[src/rtl/en_tick_sequencer.sv]
// en_tick_sequencer: produces the 1-cycle count-enable strobe for the pulse
// counter stage. It divides clk by a programmable prescale and runs either
// continuously or for a fixed burst, with start/stop control and busy/done
// status. All outputs are registered.
module en_tick_sequencer #(
    parameter int PRESCALE_W = 16,
    parameter int BURST_W    = 8
) (
    input  logic                  clk,
    input  logic                  rstn,
    input  logic [PRESCALE_W-1:0] cfg_prescale,
    input  logic [BURST_W-1:0]    cfg_burst_len,
    input  logic                  cfg_mode,
    input  logic                  start,
    input  logic                  stop,
    output logic                  tick_en,
    output logic                  busy,
    output logic                  done,
    output logic [BURST_W-1:0]    tick_cnt
);

    typedef enum logic [1:0] {
        ST_IDLE = 2'd0,
        ST_RUN  = 2'd1,
        ST_DONE = 2'd2
    } state_t;

    localparam logic [PRESCALE_W-1:0] PRESC_ONE = PRESCALE_W'(1);
    localparam logic [BURST_W-1:0]    BURST_ONE = BURST_W'(1);

    state_t                  state_q, state_d;
    logic [PRESCALE_W-1:0]   presc_cnt_q, presc_cnt_d;
    logic [PRESCALE_W-1:0]   presc_q, presc_d;
    logic [BURST_W-1:0]      burst_len_q, burst_len_d;
    logic                    mode_q, mode_d;
    logic                    tick_q, tick_d;
    logic                    busy_q, busy_d;
    logic                    done_q, done_d;
    logic [BURST_W-1:0]      tick_cnt_q, tick_cnt_d;

    // State, shadow configuration and registered outputs.
    always_ff @(posedge clk or negedge rstn) begin
        if (!rstn) begin
            state_q     <= ST_IDLE;
            presc_cnt_q <= '0;
            presc_q     <= '0;
            burst_len_q <= '0;
            mode_q      <= 1'b0;
            tick_q      <= 1'b0;
            busy_q      <= 1'b0;
            done_q      <= 1'b0;
            tick_cnt_q  <= '0;
        end else begin
            state_q     <= state_d;
            presc_cnt_q <= presc_cnt_d;
            presc_q     <= presc_d;
            burst_len_q <= burst_len_d;
            mode_q      <= mode_d;
            tick_q      <= tick_d;
            busy_q      <= busy_d;
            done_q      <= done_d;
            tick_cnt_q  <= tick_cnt_d;
        end
    end

    // Next-state logic. The accepting cycle counts as prescale step 0, so the
    // first tick lands P+1 cycles after start was sampled. The burst ends on the
    // cycle the final tick is visible, so busy stays high alongside that tick.
    always_comb begin
        state_d     = state_q;
        presc_cnt_d = presc_cnt_q;
        presc_d     = presc_q;
        burst_len_d = burst_len_q;
        mode_d      = mode_q;
        tick_d      = 1'b0;
        tick_cnt_d  = tick_cnt_q;

        case (state_q)
            ST_IDLE: begin
                if (start && !stop) begin
                    presc_d     = cfg_prescale;
                    burst_len_d = cfg_burst_len;
                    mode_d      = cfg_mode;
                    tick_cnt_d  = '0;
                    presc_cnt_d = '0;
                    if (cfg_mode && (cfg_burst_len == '0)) begin
                        state_d = ST_DONE;
                    end else begin
                        state_d = ST_RUN;
                        if (cfg_prescale == '0) begin
                            tick_d     = 1'b1;
                            tick_cnt_d = BURST_ONE;
                        end else begin
                            presc_cnt_d = PRESC_ONE;
                        end
                    end
                end
            end
            ST_RUN: begin
                if (stop) begin
                    state_d     = ST_IDLE;
                    presc_cnt_d = '0;
                end else if (mode_q && tick_q && (tick_cnt_q == burst_len_q)) begin
                    state_d     = ST_DONE;
                    presc_cnt_d = '0;
                end else if (presc_cnt_q == presc_q) begin
                    tick_d      = 1'b1;
                    presc_cnt_d = '0;
                    tick_cnt_d  = tick_cnt_q + BURST_ONE;
                end else begin
                    presc_cnt_d = presc_cnt_q + PRESC_ONE;
                end
            end
            ST_DONE: begin
                state_d = ST_IDLE;
            end
            default: begin
                state_d = ST_IDLE;
            end
        endcase

        busy_d = (state_d == ST_RUN);
        done_d = (state_d == ST_DONE);
    end

    assign tick_en  = tick_q;
    assign busy     = busy_q;
    assign done     = done_q;
    assign tick_cnt = tick_cnt_q;

endmodule

[config.mk]
export PLATFORM = sky130hd
export DESIGN_NAME = en_tick_sequencer
export DESIGN_NICKNAME = d
export VERILOG_FILES = /design/src/rtl/en_tick_sequencer.sv
export SDC_FILE = /design/constraint.sdc
export NUM_CORES = 1
export LEC_CHECK = 0
export CORE_MARGIN = 3
export CORE_UTILIZATION = 40
export CTS_BUF_LIST = sky130_fd_sc_hd__clkbuf_16
export CTS_CLUSTER_SIZE = 40
export DETAILED_ROUTE_END_ITERATION = 10
export GPL_TIMING_DRIVEN = 0
export REMOVE_ABC_BUFFERS = 1
export SETUP_SLACK_MARGIN = 0.2
export SYNTH_ARGS = -nofsm -noshare
export SYNTH_HDL_FRONTEND = slang
export SYNTH_SLANG_ARGS = --single-unit
export TNS_END_PERCENT = 30
[constraint.sdc]
create_clock -name clk -period 2.8 [get_ports clk]
set_input_delay 0.28 -clock clk [delete_from_list [all_inputs] [get_ports clk]]
set_output_delay 0.28 -clock clk [all_outputs]
set_load 0.02 [all_outputs]
# Yosys cells after proc, flatten, opt, wreduce, memory -nomap -nowiden
# Cells that the tools add are included.
[word_totals]
output_inout_bits = 11
ram_bits = 0
latchBits = 0
mem_count = 0
rom_bits = 0
ff_bits = 54
[op_classes]
magnitude_cmp = 0
multipliers = 0
bitwise_logic = 0
add_sub_neg = 2
muxes = 26
reduce_logical = 12
div = 0
shift = 0
eq_ne = 9
[ops]
columns = ["operator", "count"]
rows = [
  ["16-bit 2-to-1 mux", 4],
  ["8-bit 2-to-1 mux", 4],
  ["16-bit one-hot mux with 2 select lines", 1],
  ["16-bit by 1-bit adder with 16-bit output (second input constant)", 1],
  ["16-bit equality test", 1],
  ["16-bit logical NOT", 1],
  ["8-bit one-hot mux with 2 select lines", 1],
  ["1-bit 2-to-1 mux", 10],
  ["8-bit by 1-bit adder with 8-bit output (second input constant)", 1],
  ["8-bit equality test", 1],
  ["8-bit logical NOT", 1],
  ["2-bit 2-to-1 mux", 4],
  ["2-bit inequality test (second input constant)", 4],
  ["5-bit AND reduction", 1],
  ["2-bit by 1-bit equality test with 1-bit output (second input constant)", 2],
  ["1-bit logical AND", 4],
  ["2-bit one-hot mux with 2 select lines", 1],
  ["2-bit AND reduction", 2],
  ["2-bit equality test (second input constant)", 1],
  ["2-bit logical NOT", 1],
  ["1-bit one-hot mux with 2 select lines", 1],
  ["2-bit nonzero test", 1],
  ["1-bit logical NOT", 1],
]

# Depth between registers and ports, before layout
# Gate-level depths: netlist of the first run.
[depth]
ltp_word = 6
mapped_depth = 7
depth_no_buf = 6

# Worst setup path after synthesis of the first run
# No wires, ideal clock.
[synth_path]
path_type = "register to register"
start = "reg tick_cnt_q[6], in the netlist tick_cnt[6]"
end = "reg presc_cnt_q[1]"
path_slack_ns = 1.002
setup_ns = 0.122
t_required_ns = 2.678
arrival_ns = 1.677
path_stages_with_launch = 6
cell_sequence = "dfrtp_1 > xor2_1 > nor4_2 > a31oi_2 > buf_2 > a32o_1"
[synth_via]
elab_chain_cells = 5
[synth_lines]
columns = ["element", "line", "text"]
rows = [
  ["start: declaration", "39", "logic [BURST_W-1:0] tick_cnt_q, tick_cnt_d;"],
  ["start signal: assignment", "62", "tick_cnt_q <= tick_cnt_d;"],
  ["8-bit equality test", "103", "end else if (mode_q && tick_q && (tick_cnt_q == burst_len_q)) begin"],
  ["1-bit logical AND", "103", ""],
  ["16-bit 2-to-1 mux", "103", ""],
  ["16-bit 2-to-1 mux", "100", "if (stop) begin"],
  ["16-bit one-hot mux with 2 select lines", "78", "case (state_q)"],
  ["end signal: assignment", "55", "presc_cnt_q <= presc_cnt_d;"],
  ["end: declaration", "32", "logic [PRESCALE_W-1:0] presc_cnt_q, presc_cnt_d;"],
]
# No other way between the ends.
# A chain may end at the register's enable or synchronous reset.

# Worst setup path after layout of the first run
[layout_path]
start = "reg presc_cnt_q[7]"
end = "reg tick_cnt_q[1], in the netlist tick_cnt[1]"
[layout_via]
elab_chain_cells = 3
[layout_lines]
columns = ["element", "line", "text"]
rows = [
  ["16-bit equality test", "106", "end else if (presc_cnt_q == presc_q) begin"],
  ["2-bit inequality test (no source line)", "-", ""],
  ["5-bit AND reduction (no source line)", "-", ""],
]
# No other way between the ends.

==> results.sh, run 1 <==
export IMPL_status="completed"
export IMPL_diodes=0
export IMPL_numPlacedInstances=402
export IMPL_synth_avg_cell_area_um2=9.46
export IMPL_worstMarginPinSlew_ns=1.02
export IMPL_switching_share_pct=28.4
export IMPL_async_flop_share_pct=100
export IMPL_area_growth_pct=23.0
export IMPL_p_seq_share_pct=49.6
export IMPL_drc_errors=0
export IMPL_hold_viol=0
export IMPL_synth_top_flop_cell="dfrtp_1"
export IMPL_root_buffer="clkbuf_16"
export IMPL_synth_adder_area_share_pct=0.899
export IMPL_grt_antenna_before_repair=0
export IMPL_cts_hold_buf=1
export IMPL_cp_startpoint="presc_cnt_q[7]"
export IMPL_max_cap_violations=0
export IMPL_endpoint_kind="flop"
export IMPL_ant_nets=0
export IMPL_synth_area_um2=2780
export IMPL_path_max_fanout=11
export IMPL_fin_crit_sh_pct=87.2
export IMPL_final_cells=411
export IMPL_synth_xor_area_share_pct=10.7
export IMPL_viasPerCell=5.31
export IMPL_min_path_type="input port to async pin"
export IMPL_grt_pass1_vias=2066
export IMPL_synth_compound_area_share_pct=11.8
export IMPL_power_density_nw_per_um2=546
export IMPL_p_comb_share_pct=15.9
export IMPL_period_needed_ns=2.44
export IMPL_crit_type="flop to flop"
export IMPL_vias=2182
export IMPL_arrival_ns=2.65
export IMPL_peakVddDrop_v=0.000462
export IMPL_finalWirelength_um=6200
export IMPL_die_w_um=89.4
export IMPL_die_area_um2=7990
export IMPL_layout_drive_gt1_share_pct=6.59
export IMPL_power_w=0.00187
export IMPL_p_int_w=0.00134
export IMPL_nets=364
export IMPL_die_y_um=89.4
export IMPL_cts_resized=0
export IMPL_start_util_pct=42.6
export IMPL_cts_buffers=5
export IMPL_drv_slew=0
export IMPL_synth_distinct_cells=45
export IMPL_synthMuxAreaShare_pct=0.719
export IMPL_reg2reg_depth=5
export IMPL_synth_top_family_by_area="simple AND/OR/NAND/NOR gates"
export IMPL_grt_overflow=0
export IMPL_r2r_start="presc_cnt_q[7]"
export IMPL_grt_pass1_wl_um=10500
export IMPL_cts_buffer_depth=2
export IMPL_rows=29
export IMPL_ys_warnings_count=0
export IMPL_rrSetupSlack_ns=0.36
export IMPL_clockPowerShare_pct=34.5
export IMPL_p_switching_w=0.000531
export IMPL_placement_io_buffers=39
export IMPL_cp_start_kind="flop"
export IMPL_cts_setup_buffers=0
export IMPL_ys_seq_area_share_pct=48.6
export IMPL_clock_sinks=54
export IMPL_synth_cells=294
export IMPL_io_pins=40
export IMPL_path_clk_slew_ns=0.07
export IMPL_dp_hpwl_um=4670
export IMPL_cts_tree="done"
export IMPL_fmax_mhz=410
export IMPL_dr_pass1_iters=4
export IMPL_clkLatencyLatePin_ns=0.30
export IMPL_grtUsageTotal_pct=17.1
export IMPL_globalplace_congestion=0.748
export IMPL_n_fill_cell=619
export IMPL_maxSlewHeadroom_pct=32.2
export IMPL_rsz0062_at_grt="no"
export IMPL_cp_required_ns=3.01
export IMPL_drt_initial_drc_count=109
export IMPL_cts_htree_levels=2
export IMPL_setup_viol=0
export IMPL_fin_skew_ns=0.00883
export IMPL_synth_seq_cells=54
export IMPL_synth_edf_count=0
export IMPL_grt_max_degree=39
export IMPL_synthSimpleGateAreaFrac_pct=24.9
export IMPL_r2r_end="tick_cnt[1]"
export IMPL_wl_per_cell_um=15.1
export IMPL_p_leak_nw=1.59
export IMPL_core_area_um2=6530
[metrics by stage]
stage | util [%] | TNS, ns | instance area (µm²) | worst slack [ns] | hold WS [ns]
6_report | 52.4 | 0 | 3420 | 0.360 | 0.444
5_1_grt | 52.4 | 0 | 3420 | 0.201 | 0.489
3_5_place_dp | 49.9 | 0 | 3260 | 0.159 | 0.238
3_3_place_gp | 49.3 | -12.05 | 3220 | -0.226 | 0.478
2_1_floorplan | - | 0 | 2740 | 0.892 | -0.0156
4_1_cts | 52.4 | 0 | 3420 | 0.354 | 0.458
[state kept, by name, indices dropped and copies added (netlist names)]
name and flops:
tick_cnt 8, busy 1, done 1, presc_q 16, presc_cnt_q 16, burst_len_q 8, state_q 2, mode_q 1
tick_en 1
[critical path, cell delays in order (launching register included)]
cell	delay [ns]
dfrtp_1	0.46
xor2_1	0.17
nor4_1	0.40
nand4_1	0.57
o21ai_2	0.52
mux2i_1	0.23
[power groups by stage]
stage	Clock (W)	Sequential, W	Combinational [W]
floorplan	0	0.000926	0.000186
global placement	0	0.000941	0.000288
detailed placement	0	0.000943	0.000299
CTS	0.000664	0.000928	0.000302
global route	0.000708	0.000941	0.000337
finish	0.000645	0.000927	0.000297
[layout make-up]
cell class,count,area (µm²),share of cell area [%]
clock buffers,5,125,3.65
clock inverters,3,28.8,0.841
inverters,6,22.5,0.658
multi-input cells,224,1370,40.0
flip-flops and latches,54,1350,39.5
well taps,77,96.3,2.81
repair buffers,42,430,12.6
[logic make-up after synthesis]
kind of cell / Yosys count
xor gates and xnor gates: 34
buffers and inverters: 16
adders and majority gates: 2
and+or+nand+nor: 146
DFF: 54
muxes: 2
AOI/OAI and AO/OA: 40
[worst max-delay path by stage]
stage                          end  slack [ns]  cells past startpoint
floorplan              tick_cnt[1]        0.89                      5
global placement    burst_len_q[6]       -0.23                      1
detailed placement     tick_cnt[4]        0.16                      5
CTS                    tick_cnt[1]        0.35                      5
global route           tick_cnt[1]        0.20                      5
finish                 tick_cnt[1]        0.36                      5
[cells in the mapped netlist (4+ instances only)]
cell / number / area share [%]
and3_1: 4 / 0.90
buf_2: 4 / 0.72
nand2_1: 84 / 11
nor3_1: 6 / 1.1
clkbuf_1: 5 / 0.67
nor2_1: 12 / 1.6
o21ai_0: 5 / 0.90
nand3_1: 10 / 1.8
a21oi_1: 4 / 0.72
a31oi_1: 9 / 2.0
dfrtp_1: 54 / 49
nand4_1: 6 / 1.3
nor4_1: 9 / 2.0
xor2_1: 32 / 10
inv_1: 6 / 0.81
[per-layer routing]
metal / track usage [%] / part of all wire (%) / wire [µm] / vias to the layer above
li1: - / - / - / 1097
met1: 26.1 / 53 / 3260 / 1035
met2: 24.8 / 43 / 2680 / 46
met4: 4.47 / 0.69 / 43 / 0
met3: 3.41 / 3.4 / 211 / 4
met5: 0 / 0 / 0 / -
[cell usage in the layout, fill, tap and decap left out, types with 2 or more instances in the layout]
master,Yosys,layout
nor2_1,12,12
a21boi_0,2,2
nand2b_1,3,3
o21a_1,2,2
nand2_1,84,84
xor2_1,32,32
o21ai_1,3,3
inv_1,6,6
a2bb2oi_1,2,2
a31oi_1,9,9
nor3_1,6,6
clkbuf_16,0,5
nand3_1,10,10
mux2i_1,2,2
nand4_1,6,6
dfrtp_1,54,54
a21oi_1,4,4
clkdlybuf4s50_1,0,38
a2111oi_4,2,2
nor4_1,9,9
xnor2_1,2,2
and4_1,3,3
o21ai_0,5,5
o22ai_1,2,2
and3_1,4,4
ha_1,2,2
Note: power is estimated with default switching activity, not from simulation.
==> run 2, diff against run 1 <==
--- a/config.mk
+++ b/config.mk
@@ -7,10 +7,11 @@
 export LEC_CHECK = 0
 export CORE_MARGIN = 3
 export CORE_UTILIZATION = 40
-export CTS_BUF_LIST = sky130_fd_sc_hd__clkbuf_16
+export CTS_BUF_LIST = sky130_fd_sc_hd__clkbuf_2 sky130_fd_sc_hd__clkbuf_4 sky130_fd_sc_hd__clkbuf_8
 export CTS_CLUSTER_SIZE = 40
 export DETAILED_ROUTE_END_ITERATION = 10
 export GPL_TIMING_DRIVEN = 0
+export HOLD_SLACK_MARGIN = 0.02
 export REMOVE_ABC_BUFFERS = 1
 export SETUP_SLACK_MARGIN = 0.2
 export SYNTH_ARGS = -nofsm -noshare
==> constraint.sdc (replaced) <==
create_clock -name clk -period 2.09 [get_ports clk]
set_input_delay 0.209 -clock clk [delete_from_list [all_inputs] [get_ports clk]]
set_output_delay 0.209 -clock clk [all_outputs]
set_load 0.02 [all_outputs]
==> results.sh, run 2 (synthesized netlist as in run 1, its figures left out) <==
export IMPL_grt_max_degree=39
export IMPL_vias=2229
export IMPL_clockPowerShare_pct=27.1
export IMPL_p_seq_share_pct=53.1
export IMPL_n_fill_cell=593
export IMPL_nets=378
export IMPL_endpoint="tick_cnt[0]"
export IMPL_clock_sinks=54
export IMPL_setup_viol=0
export IMPL_start_util_pct=42.6
export IMPL_power_density_nw_per_um2=660
export IMPL_diodes=0
export IMPL_r2r_end="tick_cnt[0]"
export IMPL_min_path_type="input port to async pin"
export IMPL_fmax_mhz=529
export IMPL_cts_buffers=5
export IMPL_p_leak_nw=1.64
export IMPL_reg2reg_depth=7
export IMPL_path_max_fanout=5
export IMPL_cts_buffer_depth=2
export IMPL_placement_io_buffers=39
export IMPL_rsz0062_at_grt="yes"
export IMPL_viasPerCell=5.24
export IMPL_fin_skew_ns=0.00955
export IMPL_grtUsageTotal_pct=17.1
export IMPL_period_needed_ns=1.89
export IMPL_cp_start_kind="flop"
export IMPL_cp_startpoint="presc_cnt_q[5]"
export IMPL_ant_nets=0
export IMPL_switching_share_pct=30.9
export IMPL_hold_viol=0
export IMPL_rows=29
export IMPL_crit_type="flop to flop"
export IMPL_worstMarginPinSlew_ns=0.505
export IMPL_maxSlewHeadroom_pct=66.2
export IMPL_power_w=0.00234
export IMPL_final_cells=425
export IMPL_fin_crit_sh_pct=90.5
export IMPL_wl_per_cell_um=15.2
export IMPL_final_cell_mix="nand2_1 (84), dfrtp_1 (51), clkdlybuf4s50_1 (38)"
export IMPL_die_area_um2=7990
export IMPL_drc_errors=0
export IMPL_rrSetupSlack_ns=0.20
export IMPL_grt_antenna_before_repair=0
export IMPL_r2r_start="presc_cnt_q[5]"
export IMPL_die_w_um=89.4
export IMPL_final_common_cell="nand2_1"
export IMPL_peakVddDrop_v=0.000381
export IMPL_drv_slew=0
export IMPL_drt_initial_drc_count=109
export IMPL_layout_drive_gt1_share_pct=12.9
export IMPL_cp_required_ns=2.29
export IMPL_grt_pass1_wl_um=10500
export IMPL_status="completed"
export IMPL_area_growth_pct=27.4
export IMPL_largestRegisters="presc_cnt_q (16), presc_q (16)"
export IMPL_die_y_um=89.4
export IMPL_finalWirelength_um=6450
export IMPL_endpoint_kind="flop"
export IMPL_max_cap_violations=0
export IMPL_io_pins=40
export IMPL_clkLatencyLatePin_ns=0.32
export IMPL_arrival_ns=2.09
export IMPL_core_area_um2=6530
export IMPL_dr_pass1_iters=4
export IMPL_numPlacedInstances=402
export IMPL_cts_tree="done"
export IMPL_cts_htree_levels=2
export IMPL_p_int_w=0.00162
export IMPL_path_clk_slew_ns=0.10
export IMPL_p_switching_w=0.000724
export IMPL_p_comb_share_pct=19.8
export IMPL_grt_overflow=0
export IMPL_dp_hpwl_um=4670
export IMPL_root_buffer="clkbuf_8"
export IMPL_grt_pass1_vias=2079
export IMPL_globalplace_congestion=0.748
==> run 2: changes by cell type in the layout (fill, tap and decap cells not counted), moves of 3 or more <==
cell / before / now
clkbuf_8: 0 / 5
dfrtp_2: 0 / 3
buf_4: 0 / 12
dfrtp_1: 54 / 51
nor4_1: 9 / 5
nor4_2: 1 / 4
clkbuf_16: 5 / 0
==> run 2: metrics by stage <==
| stage | cell area (µm²) | hold WS (ns) | utilization (%) | setup TNS [ns] | worst slack [ns] |
|---|---|---|---|---|---|
| 3_3_place_gp | 3220 | 0.478 | 49.3 | -66.91 | -0.865 |
| 5_1_grt | 3550 | 0.376 | 54.3 | 0 | 0.155 |
| 3_5_place_dp | 3260 | 0.167 | 49.9 | -9.94 | -0.480 |
| 6_report | 3550 | 0.344 | 54.3 | 0 | 0.198 |
| 2_1_floorplan | 2740 | -0.0866 | - | 0 | 0.182 |
| 4_1_cts | 3430 | 0.357 | 52.5 | 0 | 0.146 |
==> run 2: worst min-delay path by stage <==
stage                     end  slack, ns
3_3_place_gp           mode_q       0.48
6_report       presc_cnt_q[7]       0.34
2_1_floorplan  burst_len_q[0]      -0.09
5_1_grt        presc_cnt_q[7]       0.38
3_5_place_dp   presc_cnt_q[7]       0.17
4_1_cts        presc_cnt_q[7]       0.36
==> run 2: per-layer routing <==
layer | part of all wire, % | wire length [µm] | GRT usage (%)
met4 | 0.29 | 19 | 2.44
met5 | 0 | 0 | 0
met1 | 52 | 3390 | 26.1
met2 | 44 | 2820 | 25.2
met3 | 3.4 | 222 | 4.24
==> run 2: power by group through the flow <==
stage / clock [W] / combinational [W] / sequential, W
5_1_grt: 0.000714 / 0.000517 / 0.00126
4_1_cts: 0.000655 / 0.000431 / 0.00124
3_3_place_gp: 0 / 0.000386 / 0.00126
3_5_place_dp: 0 / 0.000401 / 0.00126
2_1_floorplan: 0 / 0.000250 / 0.00124
6_report: 0.000635 / 0.000463 / 0.00124
==> run 2: layout make-up <==
class | instances | area [µm²] | share of cell area (%)
clock buffer | 5 | 68.8 | 1.94
clock inverter | 3 | 28.8 | 0.812
inverter | 6 | 22.5 | 0.635
multi-input combinational | 225 | 1440 | 40.7
sequential | 54 | 1360 | 38.2
tap | 77 | 96.3 | 2.72
timing repair buffer | 55 | 532 | 15.0
==> run 2: what timing repair did <==
action / 4_1_cts / 5_1_grt
cloned: 0 / 1
resized for setup: 7 / 8
endpoints found under the hold margin: 16 / 0
hold buffers: 1 / 0
endpoints found under the setup margin: 38 / 23
buffers inserted: 3 / 10
pin swaps: 1 / 5
==> run 2: worst max-delay path, cell delays in order, from the launching register on <==
cell and delay, ns:
dfrtp_2 0.47, xor2_1 0.16, nor4_2 0.33, nand4_1 0.15
buf_6 0.17, buf_4 0.15, o311ai_1 0.25, o21ai_1 0.09
==> run 3, diff against run 2 <==
--- a/config.mk
+++ b/config.mk
@@ -14,6 +14,7 @@
 export HOLD_SLACK_MARGIN = 0.02
 export REMOVE_ABC_BUFFERS = 1
 export SETUP_SLACK_MARGIN = 0.2
+export SKIP_LAST_GASP = 1
 export SYNTH_ARGS = -nofsm -noshare
 export SYNTH_HDL_FRONTEND = slang
 export SYNTH_SLANG_ARGS = --single-unit
==> constraint.sdc (replaced) <==
create_clock -name clk -period 2.09 [get_ports clk]
set_input_delay 0.418 -clock clk [delete_from_list [all_inputs] [get_ports clk]]
set_output_delay 0.418 -clock clk [all_outputs]
set_load 0.02 [all_outputs]
==> results.sh, run 3 (synthesized netlist as in run 1, its figures left out) <==
export IMPL_clkLatencyLatePin_ns=0.32
export IMPL_drv_slew=0
export IMPL_worstMarginPinSlew_ns=0.495
export IMPL_wl_per_cell_um=15.7
export IMPL_timing_hold_ws_ns=0.0107
export IMPL_fin_area_um2=3540
export IMPL_viasPerCell=5.33
export IMPL_dp_hpwl_um=4670
export IMPL_cp_required_ns=2.29
export IMPL_die_area_um2=7990
export IMPL_maxSlewHeadroom_pct=67.0
export IMPL_peakVddDrop_v=0.000381
export IMPL_grt_pass1_wl_um=10900
export IMPL_layout_drive_gt1_share_pct=13.6
export IMPL_start_util_pct=42.6
export IMPL_rows=29
export IMPL_area_growth_pct=27.1
export IMPL_setup_viol=0
export IMPL_grt_pass1_vias=2121
export IMPL_cts_hold_buf=0
export IMPL_cp_start_kind="flop"
export IMPL_root_buffer="clkbuf_8"
export IMPL_numPlacedInstances=402
export IMPL_period_needed_ns=1.91
export IMPL_fmax_mhz=524
export IMPL_placed_cell_area_um2=3260
export IMPL_grt_max_degree=39
export IMPL_final_common_cell="nand2_1"
export IMPL_nets=376
export IMPL_status="completed"
export IMPL_die_y_um=89.4
export IMPL_hold_viol=0
export IMPL_globalplace_congestion=0.748
export IMPL_tns_ns=0
export IMPL_io_pins=40
export IMPL_power_density_nw_per_um2=664
export IMPL_min_path_type="input port to async pin"
export IMPL_fin_crit_sh_pct=91.4
export IMPL_fin_skew_ns=0.00910
export IMPL_core_area_um2=6530
export IMPL_vias=2254
export IMPL_die_w_um=89.4
export IMPL_grtUsageTotal_pct=17.7
export IMPL_grt_overflow=0
export IMPL_placement_io_buffers=39
export IMPL_dr_pass1_iters=4
export IMPL_crit_type="flop to flop"
export IMPL_final_cell_mix="nand2_1 (84), dfrtp_1 (50), clkdlybuf4s50_1 (38)"
export IMPL_cts_buffers=5
export IMPL_diodes=0
export IMPL_cts_htree_levels=2
export IMPL_cts_buffer_depth=2
export IMPL_p_leak_nw=1.62
export IMPL_finalWirelength_um=6660
export IMPL_grt_antenna_before_repair=0
export IMPL_path_max_fanout=6
export IMPL_ant_nets=0
export IMPL_clock_sinks=54
export IMPL_cts_tree="done"
export IMPL_power_w=0.00235
export IMPL_final_cells=423
export IMPL_max_cap_violations=0
export IMPL_drc_errors=0
export IMPL_rsz0062_at_grt="yes"
export IMPL_path_clk_slew_ns=0.11
export IMPL_arrival_ns=2.11
export IMPL_drt_initial_drc_count=152
export IMPL_largestRegisters="presc_cnt_q (16), presc_q (16)"
export IMPL_endpoint_kind="flop"
## run 3: changes by cell type in the layout (fill, tap and decap cells not counted)
cell,change
buf_4,-2
dfrtp_1,-1
dfrtp_2,+1
dlygate4sd3_1,-1
nand2b_1,-1
nand2b_2,+1
nor3_1,-1
nor3_2,+1
or3_2,+1
## run 3: power breakdown
group	switching, W	total, W	internal, W
Combinational	0.000251	0.000464	0.000212
Sequential	0.0000921	0.00124	0.00115
Clock	0.000389	0.000640	0.000252
## run 3: timing repair
item | in CTS | in global routing
gates resized for setup | 8 | 10
setup buffers | 3 | 8
endpoints found under the setup margin | 54 | 31
cloned | 1 | 1
pin swaps | 3 | 6
## run 3: final cells by class
type                            instances  area [µm²]
Clock buffer                            5        68.8
Tap cell                               77        96.3
Inverter                                6        22.5
Multi-Input combinational cell        226        1460
Sequential cell                        54        1360
Clock inverter                          3        28.8
Fill cell                             589        2990
Timing Repair Buffer                   52         507
## run 3: worst paths after layout
check / startpoint / end / slack (ns) / depth (start not counted)
worst max-delay path: presc_cnt_q[5] / tick_cnt[0] / 0.18 / 7
worst min-delay path: rstn / presc_cnt_q[7] / 0.01 / 1
max in group asynchronous: rstn / state_q[1] / 1.53 / 2
min in group clk: burst_len_q[2] / burst_len_q[2] / 0.51 / 2
worst min register to register: burst_len_q[2] / burst_len_q[2] / 0.51 / 2
worst max register to register: presc_cnt_q[5] / tick_cnt[0] / 0.18 / 7
## run 3: through the flow
stage	util (%)	worst slack, ns
after floorplan	-	0.0560
after global placement	49.3	-1.07
after detailed placement	49.9	-0.689
after CTS	52.5	0.146
after global routing	54.2	0.134
final	54.2	0.180
## run 3: critical path: stages, from the launching register on
cell	delay (ns)
dfrtp_2	0.47
xor2_1	0.17
nor4_2	0.33
nand4_1	0.16
buf_6	0.17
buf_4	0.15
o311ai_1	0.25
o21ai_1	0.09
## run 3: layer usage
| metal | global-route usage [%] | vias to the layer above | wire, µm |
|---|---|---|---|
| li1 | - | 1122 | - |
| met1 | 26.6 | 1077 | 3350 |
| met2 | 26.7 | 48 | 2950 |
| met3 | 4.24 | 7 | 309 |
| met4 | 2.44 | 0 | 44 |
| met5 | 0 | - | 0 |
